===== src/rtl/lut_acc_pkg.sv =====
// Shared types and default sizing for the LUT product accumulator slice.
// Optional signed (offset-binary) accumulation is enabled by LUT_ACC_SIGNED_EN.
package lut_acc_pkg;

    localparam int PROD_W  = 11;
    localparam int A_CONST = 32;
    localparam int N_TERMS = 8;
    localparam int ACC_W   = PROD_W + $clog2(N_TERMS) + 1;
    localparam int CNT_W   = $clog2(N_TERMS) + 1;

    // Product of the midpoint operand X=16; subtracting it re-centres X on zero.
    function automatic int offset_for(input int a_const);
        return 16 * a_const;
    endfunction

    localparam int OFFSET = offset_for(A_CONST);

    typedef enum logic [1:0] {
        IDLE  = 2'd0,
        ACCUM = 2'd1,
        HOLD  = 2'd2
    } lut_acc_state_e;

endpackage


===== src/rtl/lut_product_accumulator_if.sv =====
// Product input and frame-sum output handshakes of the LUT product accumulator.
// Both ports: a transfer happens on a rising clk edge where valid && ready; ready never depends on valid.
interface lut_product_accumulator_if #(
    parameter int PROD_W = lut_acc_pkg::PROD_W,
    parameter int ACC_W  = lut_acc_pkg::ACC_W
);
    logic              in_valid;
    logic              in_ready;
    logic [PROD_W-1:0] in_product;
    logic              out_valid;
    logic              out_ready;
    logic [ACC_W-1:0]  out_sum;

    modport master (
        output in_valid, in_product, out_ready,
        input  in_ready, out_valid, out_sum
    );

    modport slave (
        input  in_valid, in_product, out_ready,
        output in_ready, out_valid, out_sum
    );
endinterface


===== src/rtl/lut_acc_term_conv.sv =====
// Converts a multiplier product into an accumulator term: zero-extension by default,
// or (X-16)*A in two's complement when LUT_ACC_SIGNED_EN is defined.
module lut_acc_term_conv #(
    parameter int PROD_W  = lut_acc_pkg::PROD_W,
    parameter int ACC_W   = lut_acc_pkg::ACC_W,
    parameter int A_CONST = lut_acc_pkg::A_CONST
) (
    input  logic [PROD_W-1:0] in_product,
    output logic [ACC_W-1:0]  term
);
    import lut_acc_pkg::*;

`ifdef LUT_ACC_SIGNED_EN
    localparam bit SIGNED_MODE = 1'b1;
`else
    localparam bit SIGNED_MODE = 1'b0;
`endif

    // ACC_W exceeds PROD_W, so the wrapped difference is already the sign-extended term.
    localparam logic [ACC_W-1:0] SUB = SIGNED_MODE ? ACC_W'(offset_for(A_CONST)) : '0;

    assign term = ACC_W'(in_product) - SUB;

endmodule


===== src/rtl/lut_product_accumulator.sv =====
// Accumulates frames of N_TERMS multiplier products and presents each frame sum on a
// valid/ready port. Signed offset-binary mode is selected by LUT_ACC_SIGNED_EN.
module lut_product_accumulator #(
    parameter int PROD_W  = lut_acc_pkg::PROD_W,
    parameter int A_CONST = lut_acc_pkg::A_CONST,
    parameter int N_TERMS = lut_acc_pkg::N_TERMS,
    localparam int ACC_W  = PROD_W + $clog2(N_TERMS) + 1,
    localparam int CNT_W  = $clog2(N_TERMS) + 1
) (
    input  logic                        clk,
    input  logic                        reset,
    input  logic                        start,
    input  logic                        clear,
    lut_product_accumulator_if.slave    bus,
    output logic [CNT_W-1:0]            term_count,
    output logic                        busy,
    output lut_acc_pkg::lut_acc_state_e state
);
    import lut_acc_pkg::*;

    lut_acc_state_e   state_q;
    logic [ACC_W-1:0] acc_q;
    logic [ACC_W-1:0] out_sum_q;
    logic [CNT_W-1:0] count_q;
    logic             out_valid_q;
    logic [ACC_W-1:0] term;
    logic [ACC_W-1:0] acc_sum;
    logic             last_term;

    lut_acc_term_conv #(
        .PROD_W  (PROD_W),
        .ACC_W   (ACC_W),
        .A_CONST (A_CONST)
    ) u_term_conv (
        .in_product (bus.in_product),
        .term       (term)
    );

    assign acc_sum   = acc_q + term;
    assign last_term = (count_q == CNT_W'(N_TERMS - 1));

    always_ff @(posedge clk) begin
        if (reset) begin
            state_q     <= IDLE;
            acc_q       <= '0;
            count_q     <= '0;
            out_sum_q   <= '0;
            out_valid_q <= 1'b0;
        end else if (clear) begin
            // Abort keeps the last delivered sum visible on out_sum.
            state_q     <= IDLE;
            acc_q       <= '0;
            count_q     <= '0;
            out_valid_q <= 1'b0;
        end else begin
            case (state_q)
                IDLE: begin
                    if (start) begin
                        state_q <= ACCUM;
                        acc_q   <= '0;
                        count_q <= '0;
                    end
                end
                ACCUM: begin
                    if (bus.in_valid) begin
                        acc_q   <= acc_sum;
                        count_q <= count_q + 1'b1;
                        if (last_term) begin
                            state_q     <= HOLD;
                            out_sum_q   <= acc_sum;
                            out_valid_q <= 1'b1;
                        end
                    end
                end
                HOLD: begin
                    if (bus.out_ready) begin
                        out_valid_q <= 1'b0;
                        acc_q       <= '0;
                        count_q     <= '0;
                        state_q     <= start ? ACCUM : IDLE;
                    end
                end
                default: begin
                    state_q     <= IDLE;
                    acc_q       <= '0;
                    count_q     <= '0;
                    out_valid_q <= 1'b0;
                end
            endcase
        end
    end

    assign bus.in_ready  = (state_q == ACCUM);
    assign bus.out_valid = out_valid_q;
    assign bus.out_sum   = out_sum_q;
    assign term_count    = count_q;
    assign busy          = (state_q != IDLE);
    assign state         = state_q;

endmodule


===== src/flat_wrapper.sv =====
// flat-port wrapper written by rule: the top's interface ports become plain ports
module lut_product_accumulator_flat import lut_acc_pkg::*;
#(
    parameter int PROD_W  = lut_acc_pkg::PROD_W,
    parameter int A_CONST = lut_acc_pkg::A_CONST,
    parameter int N_TERMS = lut_acc_pkg::N_TERMS,
    localparam int ACC_W  = PROD_W + $clog2(N_TERMS) + 1,
    localparam int CNT_W  = $clog2(N_TERMS) + 1
)
  (clk, reset, start, clear, term_count, busy, state, bus_in_valid, bus_in_product, bus_out_ready, bus_in_ready, bus_out_valid, bus_out_sum);
  lut_product_accumulator_if #(.PROD_W(PROD_W)) bus_i ();
  input  logic clk;
  input  logic reset;
  input  logic start;
  input  logic clear;
  output logic [CNT_W-1:0] term_count;
  output logic busy;
  output lut_acc_pkg::lut_acc_state_e state;
  input wire logic [$bits(bus_i.in_valid)-1:0] bus_in_valid;
  input wire logic [$bits(bus_i.in_product)-1:0] bus_in_product;
  input wire logic [$bits(bus_i.out_ready)-1:0] bus_out_ready;
  output wire logic [$bits(bus_i.in_ready)-1:0] bus_in_ready;
  output wire logic [$bits(bus_i.out_valid)-1:0] bus_out_valid;
  output wire logic [$bits(bus_i.out_sum)-1:0] bus_out_sum;
  assign bus_i.in_valid = bus_in_valid;
  assign bus_i.in_product = bus_in_product;
  assign bus_i.out_ready = bus_out_ready;
  assign bus_in_ready = bus_i.in_ready;
  assign bus_out_valid = bus_i.out_valid;
  assign bus_out_sum = bus_i.out_sum;
  lut_product_accumulator #(.PROD_W(PROD_W), .A_CONST(A_CONST), .N_TERMS(N_TERMS)) u_core (.clk(clk), .reset(reset), .start(start), .clear(clear), .bus(bus_i), .term_count(term_count), .busy(busy), .state(state));
endmodule

===== config.mk =====
export PLATFORM = sky130hd
export DESIGN_NAME = lut_product_accumulator_flat
export DESIGN_NICKNAME = d
export VERILOG_FILES = /design/src/rtl/lut_acc_pkg.sv /design/src/rtl/lut_product_accumulator_if.sv /design/src/rtl/lut_acc_term_conv.sv /design/src/rtl/lut_product_accumulator.sv /design/src/flat_wrapper.sv
export SDC_FILE = /design/constraint.sdc
export NUM_CORES = 1
export LEC_CHECK = 0
export ABC_AREA = 1
export CAP_MARGIN = 15
export CELL_PAD_IN_SITES_DETAIL_PLACEMENT = 1
export CELL_PAD_IN_SITES_GLOBAL_PLACEMENT = 1
export CORE_ASPECT_RATIO = 1.2
export CORE_MARGIN = 3
export CORE_UTILIZATION = 30
export CTS_CLUSTER_DIAMETER = 80
export DETAILED_ROUTE_END_ITERATION = 16
export GPL_ROUTABILITY_DRIVEN = 0
export PLACE_DENSITY = 0.68
export SLEW_MARGIN = 10
export SYNTH_ARGS = -nofsm -noshare
export SYNTH_HDL_FRONTEND = slang
export SYNTH_SLANG_ARGS = --single-unit

===== constraint.sdc =====
create_clock -name clk -period 1.7 [get_ports clk]
set_clock_uncertainty 0.05 [all_clocks]
set_input_delay 0.34 -clock clk [delete_from_list [all_inputs] [get_ports clk]]
set_output_delay 0.34 -clock clk [all_outputs]
set_load 0.02 [all_outputs]

Word-level counts from Yosys, hierarchy flattened:

Index checks and enable logic that the tools add are counted.

* register bits after elaboration: 37
* output and inout port bits: 24
* logic and storage cells: 41

* add/sub/neg operators: 2
* eq/ne operators: 7
* muxes and demuxes: 18
* bitwise operators: 2
* reductions and logical operators: 7

Operators by type and width (number)
* $mux W15: 3
* $pmux W15 S3: 1
* $add A15 B11 Y15: 1
* $mux W4: 3
* $pmux W4 S3: 1
* $reduce_and A4 Y1: 3
* $mux W2: 4
* $ne A2 B2 Y1 const B: 3
* $pmux W2 S3: 1
* $add A4 B1 Y4 const B: 1
* $eq A4 B3 Y1 const B: 1
* $mux W1: 4
* $pmux W1 S3: 1
* $reduce_and A3 Y1: 1
* $eq A2 B1 Y1 const B: 1
* $eq A2 B2 Y1 const B: 1
* $logic_not A2 Y1: 1
* $ne A2 B1 Y1 const B: 1
* $not A1 Y1: 2
* $reduce_bool A2 Y1: 1
* $reduce_or A2 Y1: 1

Depth between registers and ports, before layout:

* depth after elaboration: 4
* mapped depth: 13
* depth with buffers taken out: 13

Cells and area by module:

Synthesis repeated with hierarchy kept, for this count alone.

* cell total of the unflattened synthesis: 375
* area, all modules: 2441.1 sq um

Modules (own cells, without submodules)
* lut_product_accumulator: times used 1, cells an instance 359, area each 2324.7 sq um, seq. area each 740.7 sq um
* lut_acc_term_conv: times used 1, cells an instance 16, area each 116.4 sq um, seq. area each 0.0 sq um

Worst setup path after synthesis:

Ideal clock, no wire load.

* path kind: input to register
* start: in bus_in_product[0]
* end: reg u_core.out_sum_q[10], in the netlist u_core.bus.out_sum[10]
* setup time: 0.113 ns
* arrival time: 1.581 ns
* data required time: 1.537 ns
* path slack: -0.044 ns
* cell stages on the path: 12
* cells stage by stage: ha_1 fa_1 nand2_1 nand2_1 nand3_1 nand2_1 nand2_1 nand2_1 nand2_1 nand2_1 o21ai_1 inv_1

* longest elaborated chain between the ends: 1

RTL lines
* from (decl): line flat_wrapper.sv:20 `input wire logic [$bits(bus_i.in_product)-1:0] bus_in_product;`
* $add A15 B11 Y15: line lut_product_accumulator.sv:39 `assign acc_sum = acc_q + term;`
* to (signal assigned): line lut_product_accumulator.sv:70 `out_sum_q <= acc_sum;`
* to (decl): line lut_product_accumulator.sv:23 `logic [ACC_W-1:0] out_sum_q;`

Every way passes these cells.
A chain may end at the register's enable or synchronous reset.

Final worst setup path:

* start: reg u_core.acc_q[0]
* end: reg u_core.out_sum_q[8], in the netlist u_core.bus.out_sum[8]

* longest elaborated chain between the ends: 1

RTL lines
* from (decl): line lut_product_accumulator.sv:22 `logic [ACC_W-1:0] acc_q;`
* from (signal assigned): line lut_product_accumulator.sv:66 `acc_q <= acc_sum;`
* $add A15 B11 Y15: line lut_product_accumulator.sv:39

Every way passes these cells.

==> metrics.yaml <==
status: "finished, violations left"
violations: "setup timing"
grt_pass1_wl_mm: 11.82
cts_tree: "built"
avgSynthCellArea_um2: 6.456
synth-seq-cells: 37
grt_pass1_vias: 2559
required_ps: 1850
grt_busiest_layer: "met2"
die_area_mm2: 0.008636
cp_top_family: "adder cells"
antenna_found_initial: 0
synth_warnings: 0
worst_slew_pin_slew_ps: 327.4
synth_area_mm2: 0.002266
synth_top_area_share: 0.3269
initial_core_util: 0.3115
holdWs_ps: 423.9
slowest_delay_ps: 350
first_iter_violations: 49
cts_buffers: 5
fin_ws_ps: -55.09
clock.fmax_mhz: 569.8
num_rows: 34
cp_slowest_cell: "fa_2"
dr.pass1.iters: 4
finalWirelength_mm: 7.451
place_hpwl_mm: 5.480
drv_slew: 0
grt.overflow.total: 0
setup_violations: 6
ff2ff_setup_slack_ps: -60
p_per_area_mw_per_mm2: 560.4
worstReg2RegEnd: "u_core.bus.out_sum[8]"
rsz0062_at_grt: "yes"
io_buffers: 40
async_flop_share: 0
wire_per_inst_um: 14.30
met2_usage: 0.3487
fp.dieH_um: 101.2
crit_cells: 10
r2r_start: "u_core.acc_q[0]"
yosysMostFrequentCell: "nand2_1"
hold_path.class: "reg2reg"
synthFlopType: "dfxtp_1"
ant_nets: 0
drive_above_1_share: 0.3016
yosysUniqueCellTypes: 28
vias: 2453
drc: 0
netlist_top_cells_area: "dfxtp_1, nand2_1, inv_1"
max-cap-violations: 0
clock_latency_ps: 300
dieWidth_um: 85.34
slew_headroom: 0.7817
critPathMostFrequentCell: "nand2_2"
nFillCells: 931
core-area_mm2: 0.007274
critical_path_buf_inv_count: 2
final_nets: 460
cp-end-kind: "register"
register_area_um2: 750.7
met1_usage: 0.1835
met3_usage: 0.03011
yosysSeqAreaShare: 0.3269
cts_sinks: 37
pre_cts_slack_ps: -569.8
ff2ff_path_depth: 10
peakVddDrop_mv: 0.3052
critPathArrivalTime_ps: 1910
via_per_inst: 4.708
path_max_fanout: 3
htree_levels: 2
worstSetupStartpointType: "register"
synth_enable_flop_cells: 0
min_path_cells: 2
period_share: 1.032
grtUsageTotal: 0.1728
netlist_instances: 351
holdBufCountCts: 0
path_clk_slew_ps: 80
ys_top_cells_by_count: "nand2_1, inv_1, nor2_1, dfxtp_1, a21oi_1"
cp_cell_sequence: "ha_4 > fa_2 > nand2_2 > buf_6 > a21oi_4 > nand2_2 > nand2_2 > xor2_2 > o21ai_1 > inv_1"
fin_crit_ps: 1755
grt_max_degree: 16
yosys.area.top_type: "dfxtp_1"
clockBufferDepth: 2
ios: 41
multi_input_area_mm2: 0.001652
area_growth_pct: 55.77
cts_root_buf: "clkbuf_8"
dp.cells: 510
leakage_nw: 1.722
crit_end: "u_core.bus.out_sum[8]"
n_antenna_cell: 0
synth_nets: 381
worstSetupStartpoint: "u_core.acc_q[0]"
hold_viol: 0
critical_path_class: "reg2reg"
instances_no_fill: 521
==> worst register-to-register path, cell delays in order, from the launching register on <==
cell	delay, ps
dfxtp_2	340
ha_4	160
fa_2	350
nand2_2	100
buf_6	100
a21oi_4	70
nand2_2	70
nand2_2	70
xor2_2	150
o21ai_1	140
inv_1	50
==> report_power, final <==
part / total (W) / internal (W) / switching (W) / leakage [nW]
Clock: 0.000690 / 0.000329 / 0.000361 / 0.0512
Combinational: 0.000396 / 0.000180 / 0.000216 / 1.37
Sequential: 0.000892 / 0.000880 / 0.0000117 / 0.302
Total: 0.00198 / 0.00139 / 0.000588 / 1.72
==> placed cells by master, fill, tap and decap left out, types with 3 or more instances in the layout <==
cell             synthesis  routed
a21oi_1                 28      20
a21oi_2                  0       7
buf_4                    0      37
clkbuf_8                 0       6
clkdlybuf4s50_1          0      18
dfxtp_1                 37      31
dfxtp_2                  0       5
dlygate4sd2_1            0      16
dlymetal6s2s_1           0       5
ha_4                     0      10
inv_1                   53      52
inv_2                    5       6
nand2_1                108      86
nand2_2                  0      15
nand2_4                  1       8
nand3_1                 21      13
nand3_2                  0       7
nor2_1                  42      35
nor2_2                   1       5
nor2_4                   1       4
o21ai_0                  4       4
o21ai_1                  9       8
xor2_2                   0       3
==> registers in the layout, summed over array words and instances (netlist names) <==
signal / count
u_core.acc_q: 15
u_core.bus.out_sum: 15
u_core.term_count: 4
u_core.state: 2
u_core.bus.out_valid: 1
==> stage by stage <==
step	setup TNS [ps]	cell area, um^2	utilization	total power [W]
4_1_cts	-170.7	3337	0.4587	0.001974
6_report	-189.5	3530	0.4852	0.001978
5_1_grt	-1209	3530	0.4852	0.002069
3_3_place_gp	-11490	3013	0.4142	0.001266
3_5_place_dp	-12170	3013	0.4142	0.001270
2_1_floorplan	0	2268	-	0.001083
==> worst min path at each step <==
stage	from	to	slack, ps
finish	u_core.bus.out_sum[2]	u_core.bus.out_sum[2]	420
global route	u_core.acc_q[7]	u_core.acc_q[7]	450
CTS	u_core.bus.out_sum[2]	u_core.bus.out_sum[2]	430
detailed placement	u_core.acc_q[0]	u_core.acc_q[0]	410
global placement	u_core.acc_q[0]	u_core.acc_q[0]	410
floorplan	u_core.acc_q[0]	u_core.acc_q[0]	400
==> per-layer routing <==
metal  routed length [um]  up-vias
met1                 2969     1182
met3                  211        5
met5                    0        -
met4                   63        0
met2                 4206       31
li1                     -     1235
==> logic make-up after synthesis <==
group           count (synthesis)  share of synthesized area
fa+ha+maj                      13                    0.07510
compound gates                 45                     0.1044
simple gates                  182                     0.3424
xor+xnor                        8                    0.03092
buf+inv                        66                     0.1204
flops                          37                     0.3269
==> layout make-up <==
cell class | instances | share of cell area
Clock buffer | 6 | 0.02340
Clock inverter | 2 | 0.003899
Inverter | 59 | 0.06274
Multi-Input combinational cell | 248 | 0.4679
Sequential cell | 37 | 0.2127
Tap cell | 90 | 0.03190
Timing Repair Buffer | 79 | 0.1974
==> repair_timing <==
item | in CTS | in global routing
endpoints found under the hold margin | 0 | 0
gates resized for setup | 62 | 49
setup endpoints to repair | 32 | 27
pin swaps | 24 | 22
setup buffers | 2 | 2
Note: power is estimated with default switching activity, not from simulation.
